===== src/rtl/shunt_hs_rx_deframer_if.sv =====
// Byte-stream input, header report and element output of the SHUNT receive deframer.
// The slave modport is the deframer's view; the master modport is the transport and consumer side.
interface shunt_hs_rx_deframer_if;
    logic        in_valid;
    logic        in_ready;
    logic [7:0]  in_data;
    logic        hdr_valid;
    logic [63:0] hdr_trnx_type;
    logic [63:0] hdr_trnx_id;
    logic [63:0] hdr_data_type;
    logic [31:0] hdr_n_payloads;
    logic        elem_valid;
    logic        elem_ready;
    logic [63:0] elem_data;
    logic        elem_last;
    logic        err;

    modport slave (
        input  in_valid, in_data, elem_ready,
        output in_ready, hdr_valid, hdr_trnx_type, hdr_trnx_id, hdr_data_type,
               hdr_n_payloads, elem_valid, elem_data, elem_last, err
    );

    modport master (
        output in_valid, in_data, elem_ready,
        input  in_ready, hdr_valid, hdr_trnx_type, hdr_trnx_id, hdr_data_type,
               hdr_n_payloads, elem_valid, elem_data, elem_last, err
    );
endinterface


===== src/rtl/shunt_hs_rx_deframer.sv =====
// SHUNT receive deframer: rebuilds the 28-byte cs_header from a byte stream, then
// unpacks n_payloads little-endian elements of 1, 4 or 8 bytes onto a valid/ready port.
//
//  state | meaning
//  S_HDR | collecting the 28 header bytes
//  S_DEC | one cycle, hdr_valid high, payload count loaded
//  S_PAY | collecting the bytes of one element
//  S_OUT | element presented, waiting for elem_ready
module shunt_hs_rx_deframer #(
    parameter logic [63:0] DT_BYTE      = 64'h1,
    parameter logic [63:0] DT_INT       = 64'h2,
    parameter logic [63:0] DT_REAL      = 64'h3,
    parameter int unsigned MAX_PAYLOADS = 4096
) (
    input  logic                          clk,
    input  logic                          rst,
    shunt_hs_rx_deframer_if.slave         bus
);

    typedef enum logic [1:0] {S_HDR, S_DEC, S_PAY, S_OUT} state_t;

    state_t        state_q;
    logic [215:0]  hdr_sr_q;
    logic [4:0]    hcnt_q;
    logic [2:0]    ecnt_q;
    logic [3:0]    esize_q;
    logic [31:0]   pcnt_q;
    logic          in_ready_q;
    logic          hdr_valid_q;
    logic [63:0]   hdr_type_q;
    logic [63:0]   hdr_id_q;
    logic [63:0]   hdr_dt_q;
    logic [31:0]   hdr_n_q;
    logic          elem_valid_q;
    logic [63:0]   elem_data_q;
    logic          elem_last_q;
    logic          err_q;

    logic          in_xfer;
    logic [223:0]  hdr_d;
    logic [3:0]    esize_d;
    logic          code_ok_d;
    logic          err_d;

    assign in_xfer = bus.in_valid && in_ready_q;
    // The 28th byte completes the header in the same cycle it is accepted.
    assign hdr_d   = {bus.in_data, hdr_sr_q};

    always_comb begin
        esize_d   = 4'd1;
        code_ok_d = 1'b1;
        if (hdr_d[191:128] == DT_BYTE) begin
            esize_d = 4'd1;
        end else if (hdr_d[191:128] == DT_INT) begin
            esize_d = 4'd4;
        end else if (hdr_d[191:128] == DT_REAL) begin
            esize_d = 4'd8;
        end else begin
            code_ok_d = 1'b0;
        end
        err_d = !code_ok_d || (hdr_d[223:192] > 32'(MAX_PAYLOADS));
    end

    always_ff @(posedge clk) begin
        if (rst) begin
            state_q      <= S_HDR;
            hdr_sr_q     <= '0;
            hcnt_q       <= '0;
            ecnt_q       <= '0;
            esize_q      <= 4'd1;
            pcnt_q       <= '0;
            in_ready_q   <= 1'b0;
            hdr_valid_q  <= 1'b0;
            hdr_type_q   <= '0;
            hdr_id_q     <= '0;
            hdr_dt_q     <= '0;
            hdr_n_q      <= '0;
            elem_valid_q <= 1'b0;
            elem_data_q  <= '0;
            elem_last_q  <= 1'b0;
            err_q        <= 1'b0;
        end else begin
            case (state_q)
                S_HDR: begin
                    in_ready_q <= 1'b1;
                    if (in_xfer) begin
                        hdr_sr_q <= hdr_d[223:8];
                        if (hcnt_q == 5'd27) begin
                            hcnt_q      <= '0;
                            state_q     <= S_DEC;
                            in_ready_q  <= 1'b0;
                            hdr_valid_q <= 1'b1;
                            hdr_type_q  <= hdr_d[63:0];
                            hdr_id_q    <= hdr_d[127:64];
                            hdr_dt_q    <= hdr_d[191:128];
                            hdr_n_q     <= hdr_d[223:192];
                            esize_q     <= esize_d;
                            err_q       <= err_d;
                        end else begin
                            hcnt_q <= hcnt_q + 5'd1;
                        end
                    end
                end
                S_DEC: begin
                    hdr_valid_q <= 1'b0;
                    in_ready_q  <= 1'b1;
                    if (hdr_n_q == 32'd0) begin
                        state_q <= S_HDR;
                        err_q   <= 1'b0;
                    end else begin
                        pcnt_q  <= hdr_n_q;
                        ecnt_q  <= '0;
                        state_q <= S_PAY;
                    end
                end
                S_PAY: begin
                    if (in_xfer) begin
                        if (ecnt_q == 3'd0) begin
                            elem_data_q <= {56'd0, bus.in_data};
                        end else begin
                            elem_data_q[{ecnt_q, 3'b000} +: 8] <= bus.in_data;
                        end
                        if ({1'b0, ecnt_q} == esize_q - 4'd1) begin
                            ecnt_q       <= '0;
                            state_q      <= S_OUT;
                            in_ready_q   <= 1'b0;
                            elem_valid_q <= 1'b1;
                            elem_last_q  <= (pcnt_q == 32'd1);
                            pcnt_q       <= pcnt_q - 32'd1;
                        end else begin
                            ecnt_q <= ecnt_q + 3'd1;
                        end
                    end
                end
                S_OUT: begin
                    if (bus.elem_ready) begin
                        elem_valid_q <= 1'b0;
                        in_ready_q   <= 1'b1;
                        if (pcnt_q == 32'd0) begin
                            state_q     <= S_HDR;
                            elem_last_q <= 1'b0;
                            err_q       <= 1'b0;
                        end else begin
                            state_q <= S_PAY;
                        end
                    end
                end
                default: state_q <= S_HDR;
            endcase
        end
    end

    assign bus.in_ready       = in_ready_q;
    assign bus.hdr_valid      = hdr_valid_q;
    assign bus.hdr_trnx_type  = hdr_type_q;
    assign bus.hdr_trnx_id    = hdr_id_q;
    assign bus.hdr_data_type  = hdr_dt_q;
    assign bus.hdr_n_payloads = hdr_n_q;
    assign bus.elem_valid     = elem_valid_q;
    assign bus.elem_data      = elem_data_q;
    assign bus.elem_last      = elem_last_q;
    assign bus.err            = err_q;

endmodule


===== src/flat_wrapper.sv =====
// flat-port wrapper written by rule: the top's interface ports become plain ports
module shunt_hs_rx_deframer_flat 
#(
    parameter logic [63:0] DT_BYTE      = 64'h1,
    parameter logic [63:0] DT_INT       = 64'h2,
    parameter logic [63:0] DT_REAL      = 64'h3,
    parameter int unsigned MAX_PAYLOADS = 4096
)
  (clk, rst, bus_in_valid, bus_in_data, bus_elem_ready, bus_in_ready, bus_hdr_valid, bus_hdr_trnx_type, bus_hdr_trnx_id, bus_hdr_data_type, bus_hdr_n_payloads, bus_elem_valid, bus_elem_data, bus_elem_last, bus_err);
  shunt_hs_rx_deframer_if bus_i ();
  input  logic clk;
  input  logic rst;
  input wire logic [$bits(bus_i.in_valid)-1:0] bus_in_valid;
  input wire logic [$bits(bus_i.in_data)-1:0] bus_in_data;
  input wire logic [$bits(bus_i.elem_ready)-1:0] bus_elem_ready;
  output wire logic [$bits(bus_i.in_ready)-1:0] bus_in_ready;
  output wire logic [$bits(bus_i.hdr_valid)-1:0] bus_hdr_valid;
  output wire logic [$bits(bus_i.hdr_trnx_type)-1:0] bus_hdr_trnx_type;
  output wire logic [$bits(bus_i.hdr_trnx_id)-1:0] bus_hdr_trnx_id;
  output wire logic [$bits(bus_i.hdr_data_type)-1:0] bus_hdr_data_type;
  output wire logic [$bits(bus_i.hdr_n_payloads)-1:0] bus_hdr_n_payloads;
  output wire logic [$bits(bus_i.elem_valid)-1:0] bus_elem_valid;
  output wire logic [$bits(bus_i.elem_data)-1:0] bus_elem_data;
  output wire logic [$bits(bus_i.elem_last)-1:0] bus_elem_last;
  output wire logic [$bits(bus_i.err)-1:0] bus_err;
  assign bus_i.in_valid = bus_in_valid;
  assign bus_i.in_data = bus_in_data;
  assign bus_i.elem_ready = bus_elem_ready;
  assign bus_in_ready = bus_i.in_ready;
  assign bus_hdr_valid = bus_i.hdr_valid;
  assign bus_hdr_trnx_type = bus_i.hdr_trnx_type;
  assign bus_hdr_trnx_id = bus_i.hdr_trnx_id;
  assign bus_hdr_data_type = bus_i.hdr_data_type;
  assign bus_hdr_n_payloads = bus_i.hdr_n_payloads;
  assign bus_elem_valid = bus_i.elem_valid;
  assign bus_elem_data = bus_i.elem_data;
  assign bus_elem_last = bus_i.elem_last;
  assign bus_err = bus_i.err;
  shunt_hs_rx_deframer #(.DT_BYTE(DT_BYTE), .DT_INT(DT_INT), .DT_REAL(DT_REAL), .MAX_PAYLOADS(MAX_PAYLOADS)) u_core (.clk(clk), .rst(rst), .bus(bus_i));
endmodule

===== config.mk =====
export PLATFORM = sky130hd
export DESIGN_NAME = shunt_hs_rx_deframer_flat
export DESIGN_NICKNAME = d
export VERILOG_FILES = /design/src/rtl/shunt_hs_rx_deframer_if.sv /design/src/rtl/shunt_hs_rx_deframer.sv /design/src/flat_wrapper.sv
export SDC_FILE = /design/constraint.sdc
export NUM_CORES = 1
export LEC_CHECK = 0
export CAP_MARGIN = 40
export CORE_ASPECT_RATIO = 1.2
export CORE_MARGIN = 1.5
export CORE_UTILIZATION = 35
export CTS_CLUSTER_DIAMETER = 100
export DETAILED_ROUTE_END_ITERATION = 10
export MAX_ROUTING_LAYER = met4
export PLACE_DENSITY_LB_ADDON = 0.12
export SKIP_LAST_GASP = 1
export SYNTH_ARGS = -nofsm -noshare
export SYNTH_HDL_FRONTEND = slang
export SYNTH_SLANG_ARGS = --single-unit

===== constraint.sdc =====
create_clock -name clk -period 2.7 [get_ports clk]
set_input_delay 0.54 -clock clk [delete_from_list [all_inputs] [get_ports clk]]
set_output_delay 0.54 -clock clk [all_outputs]
set_load 0.005 [all_outputs]

==> results of run 1 <==
## critical path: stages (launching register included)
cell and delay (ns):
dfxtp_1 0.37, inv_1 0.14, ha_1 0.24, or3b_2 0.55, nor2_1 0.48, nand3_1 0.13, a221oi_1 0.29, a31o_2 0.15
## placed cells by master (no fill, tap or decap), types with 6 or more instances in the layout
| master | count |
|---|---|
| nand4_1 | 19 |
| clkdlybuf4s50_1 | 303 |
| nor2_1 | 56 |
| ha_1 | 8 |
| nor3_1 | 31 |
| a21oi_1 | 314 |
| nor2b_1 | 12 |
| clkinv_2 | 10 |
| a22o_1 | 226 |
| clkbuf_8 | 15 |
| inv_1 | 16 |
| bufinv_16 | 6 |
| dfxtp_1 | 554 |
| mux2i_1 | 15 |
| buf_12 | 16 |
| clkbuf_16 | 57 |
| and3_1 | 9 |
| a22oi_1 | 15 |
| nand3_1 | 59 |
| buf_4 | 54 |
| a31oi_1 | 6 |
| nand2_1 | 531 |
| o32ai_1 | 22 |
| nor4_1 | 38 |
| o21ai_0 | 13 |
| clkbuf_1 | 8 |
## per-layer routing
metal	GRT usage [%]	up-vias
li1	-	8297
met1	28.15	8266
met2	33.67	453
met3	2.591	92
met4	6.545	0
met5	-	-
## synth_stat cells (all sizes together), types with 2 or more instances
library cell	n	area, µm²
a31o	3	26.28
nand4	19	118.9
or2	2	12.51
and4	3	26.28
a21boi	3	22.52
or3	5	31.28
xor2	3	26.28
dfxtp	554	11090
nor4	40	280.3
nand2	531	1993
and4b	2	20.02
nor2	56	210.2
o21ai	14	70.07
a41oi	3	26.28
a221oi	3	26.28
o41ai	2	17.52
and3	9	56.30
nor3	32	165.2
ha	8	100.1
a31oi	6	37.54
mux2i	15	150.1
nand3	60	305.3
a22oi	15	112.6
a2bb2oi	2	17.52
inv	16	60.06
nand4b	2	17.52
a32oi	2	17.52
nor2b	12	75.07
clkbuf	167	626.9
a22o	226	1979
o22ai	3	18.77
o311ai	2	17.52
o21a	4	30.03
or4	5	41.29
o32ai	23	209.0
buf	12	47.55
nor3b	4	30.03
a21oi	315	1577
## stage by stage
stage,utilization [%],cell area (µm²)
after floorplan,-,19830
after global placement,42.67,23890
after detailed placement,42.72,23920
after CTS,46.21,25870
after global routing,46.21,25870
final,46.21,25870
## area by class of cell
type,count,area (µm²)
fillers,5399,30110
clock inverters,23,291.5
repair buffers,375,3801
multi-input cells,1450,8053
well taps,727,909.6
inverters,17,63.81
clock buffers,80,1663
flip-flops and latches,554,11090
## registers in the layout (all words and copies together), names as in the netlist, 5 cells and up
register and count:
u_core.hdr_sr_q 216, u_core.bus.elem_data 64, u_core.bus.hdr_data_type 64, u_core.bus.hdr_trnx_id 64
u_core.bus.hdr_trnx_type 64, u_core.bus.hdr_n_payloads 32, u_core.pcnt_q 32, u_core.hcnt_q 5
## cells by family (layout without fill, tap and decap cells)
logic type	after synthesis	after routing	share of synthesized area [%]
AO/OA/AOI/OAI	636	636	21.65
XOR/XNOR	4	4	0.1767
adder cells (fa/ha/maj)	8	8	0.5048
buffers and inverters	196	495	3.722
flip-flops	554	554	55.92
multiplexers	15	15	0.7571
AND/OR/NAND/NOR	787	787	17.26
## power by group
group | internal (mW) | switching (mW)
logic | 0.0809 | 0.316
clock network | 4.86 | 3.29
registers | 8.18 | 0.0147
total | 13.1 | 3.62
## final timing paths
path / endpoint / slack (ns) / cells after the start
max reg2reg: u_core.pcnt_q[14] / 0.31 / 7
max: u_core.pcnt_q[14] / 0.31 / 7
min reg2reg: u_core.hdr_sr_q[5] / 0.45 / 2
min: u_core.bus.elem_data[49] / 0.35 / 2
==> impl_metrics.ini, run 1 <==
[drt]
wl_met2_um = 29030
topRoutingLayerUsed = met4
wl_um = 61700
ant_nets = 0
wl_met1_um = 28230
first_pass_iters = 5
detail_route.wl_per_cell_um = 19.13
via_per_inst = 5.303
met3_wirelength_um = 2912
drc = 0
drt_iter0_markers = 1209
vias = 17108

[synthesis]
synth-seq-cells = 554
ys_seq_area_share_pct = 55.92
synth_nets = 2220
syn_area_um2 = 19830
ys_warn_count = 0
avgSynthCellArea_um2 = 9.014
synth_ff_type = dfxtp_1
synth_edf_count = 0
netlist_instances = 2200
yosysUniqueCellTypes = 61
synth_async_sr_flop_share_pct = 0

[layout]
fin_nets = 2474
layoutNonFillerInstCount = 3226
drive_gt1_share_pct = 7.443
syn2layout_area_growth_pct = 30.46
n_antenna_cell = 0

[timing]
timing.fmax_ghz = 0.4179
post-route-period-util_pct = 88.63
rsz0062_at_grt = no
setup_slack_ns = 0.3070
holdWs_ns = 0.3508
finalSetupViolCount = 0
fin_worst_skew_ns = 0.01398
tightestPinTransition_ns = 0.8412
slew_headroom_pct = 43.92
layout_min_cycle_time_ns = 2.393
fin_setup_tns_ns = 0
drv_slew = 0
hold_viol = 0

[min_path]
worstHoldStart = rst
min-delay-path-class = input pin to register

[worst_setup_path]
end_kind = register
rr_startpoint = u_core.pcnt_q[0]
startpoint = u_core.pcnt_q[0]
path_class = register to register
cp.arrival_ns = 2.94
cp-start-kind = register
worstPathRequired_ns = 3.25
cp_max_fo = 7

[clocking]
cts_tree = built
postCtsHoldBufs = 0
clockRootBuffer = clkbuf_16
cts-buffers-inserted = 56
clock_latency_ns = 0.60
clock_path_buffers = 3
cts.sinks = 554
cts_setup_buffers = 0
cts.htree.levels = 2
clk_pin_slew_ns = 0.06
post_cts_resized = 0

[place]
port_buffers = 304
dp_slack_ns = 0.1585
dpl.hpwl_um = 40170
dp.cells = 3123
gp_congestion = 0.8103

[pwr]
power_leakage_nw = 9.006
fin_total_pwr_mw = 16.75
irDropWorstVdd_uv = 555.0
power_density_nw_per_um2 = 647.2

[floorplanning]
chipHeight_um = 263.8
rows = 95
dieWidth_um = 220.3
dieArea_um2 = 58100
io_pins = 305
initial_core_util_pct = 35.42
design.core.area_um2 = 55980

[grt]
grt_pass1_vias = 16392
grt_max_degree = 151
grt_use_total_pct = 21.24
grt_first_pass_wirelength_um = 95370
grt_antenna_before_repair = 0
grt.overflow.total = 0

[flow_run]
cap_violations = 0

[outcome]
outcome = finished clean
(Power assumes the default switching activity.)
==> run 2, diff against run 1 <==
==> constraint.sdc (replaced) <==
create_clock -name clk -period 2.7 [get_ports clk]
set_input_delay 0.54 -clock clk [delete_from_list [all_inputs] [get_ports clk]]
set_output_delay 0.54 -clock clk [all_outputs]
set_load 0.1 [all_outputs]
==> run 2 against run 1 <==
Cell count barely moved; via count fell by 0.82%; die area stayed put; non-clock buffer count down 4; clock power hardly changed; total power is essentially flat; sequential power about the same; worst setup slack better by 0.058 ns; cell area fell by 3.0%; largest power group unchanged; highest routed layer unchanged.
==> impl_metrics.ini, run 2 (same netlist as run 1, synthesis figures left out) <==
[outcome]
outcome = finished clean

[layout]
largest_register = u_core.hdr_sr_q
final_core_util_pct = 44.82
n_antenna_cell = 0
syn2layout_area_growth_pct = 26.53
layout_commonest_cell = dfxtp_1
drive_gt1_share_pct = 19.11
fin_nets = 2470
final_cell_mix = dfxtp_1 (553), nand2_1 (531), buf_4 (344)
largest_reg_flops = 216

[drt]
first_pass_iters = 5
drt_iter0_markers = 1272
ant_nets = 0
detail_route.wl_per_cell_um = 19.07
vias = 16967
wl_um = 61460
drc = 0
via_per_inst = 5.264

[floorplanning]
dieWidth_um = 220.3
io_pins = 305
design.core.area_um2 = 55980
initial_core_util_pct = 35.42
rows = 95
dieArea_um2 = 58100
chipHeight_um = 263.8

[place]
port_buffers = 304
gp_congestion = 0.8326
dpl.hpwl_um = 40040

[pwr]
netSwitchingFraction_pct = 22.19
p_clk_share_pct = 48.7
power_leakage_nw = 9.573
irDropWorstVdd_uv = 501.9
p_comb_share_pct = 2.4
power_density_nw_per_um2 = 667.3
p_seq_share_pct = 49.0
intPower_mw = 13.03
power_switching_mw = 3.715

[grt]
grt_antenna_before_repair = 0
grt_first_pass_wirelength_um = 94730
grt_pass1_vias = 15879
grt.overflow.total = 0
grt_use_total_pct = 21.12
grt_max_degree = 161

[worst_setup_path]
crit_family = simple AND/OR/NAND/NOR gates
path_class = register to register
startpoint = u_core.pcnt_q[1]
rr_startpoint = u_core.pcnt_q[1]
worst-path-buf-inv = 1
worstPathRequired_ns = 3.25
cp_max_fo = 5
worstPathCellList = inv_1, ha_1, or3b_2, nor4_4, nand3_2, o41a_1, o32ai_2
cp.arrival_ns = 2.88
cp-start-kind = register
end_kind = register
crit_slowest_cell = or3b_2
worst_path_largest_cell_delay_ns = 0.55

[timing]
fin_worst_skew_ns = 0.02813
slew_headroom_pct = 39.06
fin_setup_tns_ns = 0
tightestPinTransition_ns = 0.9141
finalSetupViolCount = 0
post-route-period-util_pct = 86.47
layout_min_cycle_time_ns = 2.335
rsz0062_at_grt = no
hold_viol = 0
drv_slew = 0
timing.fmax_ghz = 0.4283

[clocking]
clock_path_buffers = 3
cts.htree.levels = 2
cts_setup_buffers = 0
cts_tree = built
post_cts_resized = 0
cts-buffers-inserted = 56
clk_pin_slew_ns = 0.06
cts.sinks = 554
postCtsHoldBufs = 0
clock_latency_ns = 0.63
clockRootBuffer = clkbuf_16

[flow_run]
cap_violations = 0

[min_path]
worstHoldStart = rst
min-delay-path-class = input pin to register
## run 2: changes by cell type in the layout (fill, tap and decap cells not counted), moves of 2 or more
| cell | change |
|---|---|
| buf_4 | +290 |
| clkdlybuf4s50_1 | -293 |
| clkinvlp_4 | +2 |
| clkinv_8 | +3 |
| clkbuf_8 | +2 |
| inv_6 | -2 |
## run 2: final timing paths
| path | endpoint | slack, ns | cells past startpoint |
|---|---|---|---|
| min | u_core.hcnt_q[4] | 0.26 | 2 |
| max reg2reg | u_core.pcnt_q[28] | 0.37 | 7 |
| min reg2reg | u_core.hdr_sr_q[119] | 0.45 | 2 |
| max | u_core.pcnt_q[28] | 0.37 | 7 |
## run 2: routing by layer
metal  track usage [%]  wire [µm]  vias to the layer above
li1                  -          -                     8295
met1             27.42      27520                     8154
met2             34.04      29670                      445
met3             3.731       3262                       73
met4             4.835       1009                        0
met5                 -          0                        -
## run 2: metrics by stage
| step | std cells | hold slack (ns) | setup WS [ns] | power (mW) | instance area, µm² |
|---|---|---|---|---|---|
| floorplan | 2200 | 0.4351 | 0.3170 | 8.617 | 19830 |
| global placement | 3119 | 0.4445 | 0.1812 | 8.778 | 23140 |
| detailed placement | 3119 | 0.4509 | 0.1310 | 8.780 | 23140 |
| CTS | 3223 | 0.2429 | 0.3542 | 16.94 | 25090 |
| global route | 3223 | 0.2741 | 0.2236 | 17.32 | 25090 |
| finish | 3223 | 0.2614 | 0.3653 | 16.75 | 25090 |
## run 2: power by group through the flow
stage                     clock, mW  sequential, mW  combinational (mW)
after detailed placement          0            8.38               0.399
after global placement            0            8.38               0.397
final                          8.15            8.20               0.395
after floorplan                   0            8.38               0.238
after global routing           8.70            8.19               0.429
after CTS                      8.35            8.20               0.399
## run 2: layout make-up
class	instances	area (µm²)
Sequential cell	554	11090
Clock inverter	23	291.5
Multi-Input combinational cell	1450	8053
Inverter	17	63.81
Timing Repair Buffer	371	3018
Tap cell	727	909.6
Fill cell	5430	30890
Clock buffer	81	1665
==> run 3, diff against run 2 <==
--- a/config.mk
+++ b/config.mk
@@ -11,6 +11,7 @@
 export CORE_UTILIZATION = 35
 export CTS_CLUSTER_DIAMETER = 100
 export DETAILED_ROUTE_END_ITERATION = 10
+export GPL_TIMING_DRIVEN = 0
 export MAX_ROUTING_LAYER = met4
 export PLACE_DENSITY_LB_ADDON = 0.12
 export SKIP_LAST_GASP = 1
==> run 3 against run 2 <==
Combinational power is 5.3% higher; sequential power about the same; worst setup slack worse by 0.35 ns; routed wire length rose by 15%; core utilization up 11 points; sequential cell count did not move; total power is 0.42% higher; maximum frequency shrank 13%; critical path type unchanged; register-to-register slack worse by 0.35 ns; sequential share of layout area fell by 8.4 points; via count increased by 12%; largest power group unchanged; die area unchanged.
==> impl_metrics.ini, run 3 (same netlist as run 1, synthesis figures left out) <==
[timing]
fin_setup_tns_ns = 0
tightestPinTransition_ns = 0.9346
fin_worst_skew_ns = 0.01131
finalSetupViolCount = 0
post-route-period-util_pct = 99.30
hold_viol = 0
timing.fmax_ghz = 0.3730
drv_slew = 0
holdWs_ns = 0.4539
setup_slack_ns = 0.01900
rsz0062_at_grt = yes
layout_min_cycle_time_ns = 2.681
slew_headroom_pct = 37.12

[floorplanning]
dieArea_um2 = 58100
io_pins = 305
design.core.area_um2 = 55980
initial_core_util_pct = 35.42
dieWidth_um = 220.3
chipHeight_um = 263.8
rows = 95

[pwr]
irDropWorstVdd_uv = 585.7
power_density_nw_per_um2 = 542.7
power_leakage_nw = 11.22

[drt]
ant_nets = 0
wl_met1_um = 29600
wl_um = 70830
first_pass_iters = 6
detail_route.wl_per_cell_um = 19.51
vias = 18987
via_per_inst = 5.229
wl_met2_um = 35280
drt_iter0_markers = 1372
topRoutingLayerUsed = met4
drc = 0
met3_wirelength_um = 3620

[grt]
grt_first_pass_wirelength_um = 110200
grt_use_total_pct = 24.84
grt_pass1_vias = 19072
grt_antenna_before_repair = 0
grt.overflow.total = 0
grt_max_degree = 19

[place]
dp.cells = 3530
dpl.hpwl_um = 52070
port_buffers = 303
dp_slack_ns = -0.9465
gp_congestion = 0.9073

[layout]
drive_gt1_share_pct = 14.74
final_core_util_pct = 55.35
layout_commonest_cell = dfxtp_1
final_cell_mix = dfxtp_1 (553), nand2_1 (530), a21oi_1 (315)
largest_register = u_core.hdr_sr_q
fin_nets = 2880
n_antenna_cell = 0
syn2layout_area_growth_pct = 56.26
layoutNonFillerInstCount = 3631
largest_reg_flops = 216

[worst_setup_path]
startpoint = u_core.pcnt_q[0]
worstPathRequired_ns = 3.25
cp-start-kind = register
crit_slowest_cell = nor4_1
end_kind = register
worst_path_largest_cell_delay_ns = 0.78
path_class = register to register
worst-path-buf-inv = 0
cp_max_fo = 7
cp.arrival_ns = 3.23
crit_family = simple AND/OR/NAND/NOR gates
rr_startpoint = u_core.pcnt_q[0]
worstPathCellList = nor4_1, nand4_1, or4_1, a221oi_1, a31o_2

[min_path]
min-delay-path-class = register to register
worstHoldStart = u_core.hdr_sr_q[5]

[outcome]
outcome = finished clean

[clocking]
clockRootBuffer = clkbuf_16
clock_path_buffers = 3
cts.htree.levels = 2
cts.sinks = 554
cts_tree = built
cts-buffers-inserted = 56
clk_pin_slew_ns = 0.06
clock_latency_ns = 0.60

[flow_run]
cap_violations = 0
==> run 3: cell types whose count changed in the layout (fill, tap and decap cells not counted), moves of 12 or more <==
cell             before  now
buf_12               16    0
buf_4               344    2
buf_8                 1  234
clkdlybuf4s50_1      10  303
buf_16                0   59
clkbuf_2              0   12
clkbuf_1              8  163
==> run 3: worst paths after layout <==
kind	endpoint	slack, ns	cells past startpoint
worst max register to register	u_core.pcnt_q[25]	0.02	5
worst min-delay path	u_core.hdr_sr_q[5]	0.45	2
worst max-delay path	u_core.pcnt_q[25]	0.02	5
worst min register to register	u_core.hdr_sr_q[5]	0.45	2
==> run 3: stage by stage <==
stage          instance area [µm²]  total power [mW]
6_report                     30990             16.82
5_1_grt                      30990             17.34
4_1_cts                      30960             16.97
3_5_place_dp                 28980             8.797
3_3_place_gp                 23780             8.786
2_1_floorplan                19830             8.617
==> run 3: worst min-delay path: cells and delay by family (launching register included) <==
kind / cells / cell delay, ns
DFF: 1 / 0.31
and+or+nand+nor: 1 / 0.05
AOI/OAI and AO/OA: 1 / 0.05
==> run 3: cell type report <==
cell class	instances	area [µm²]
plain buffers	178	686.9
well taps	727	909.6
flip-flops and latches	554	11090
fillers	4810	25000
repair buffers	603	8235
multi-input cells	1450	8035
inverters	17	63.81
clock inverters	16	230.2
clock buffers	86	1735
==> run 3: timing repair <==
action                                  CTS  global route
hold endpoints to repair                  0             0
buffers inserted                          0             0
resized for setup                         9            19
hold buffers                              0             0
endpoints found under the setup margin  189           127
==> run 3: routing by layer <==
metal | GRT usage (%) | up-vias
met5 | - | -
met4 | 8.733 | 0
met3 | 3.362 | 138
met2 | 41.82 | 611
met1 | 30.19 | 9096
li1 | - | 9142
==> run 3: power by group <==
part	total, mW	internal [mW]	switching [mW]
logic	0.416	0.0750	0.341
clock network	8.20	4.90	3.30
registers	8.20	8.18	0.0159
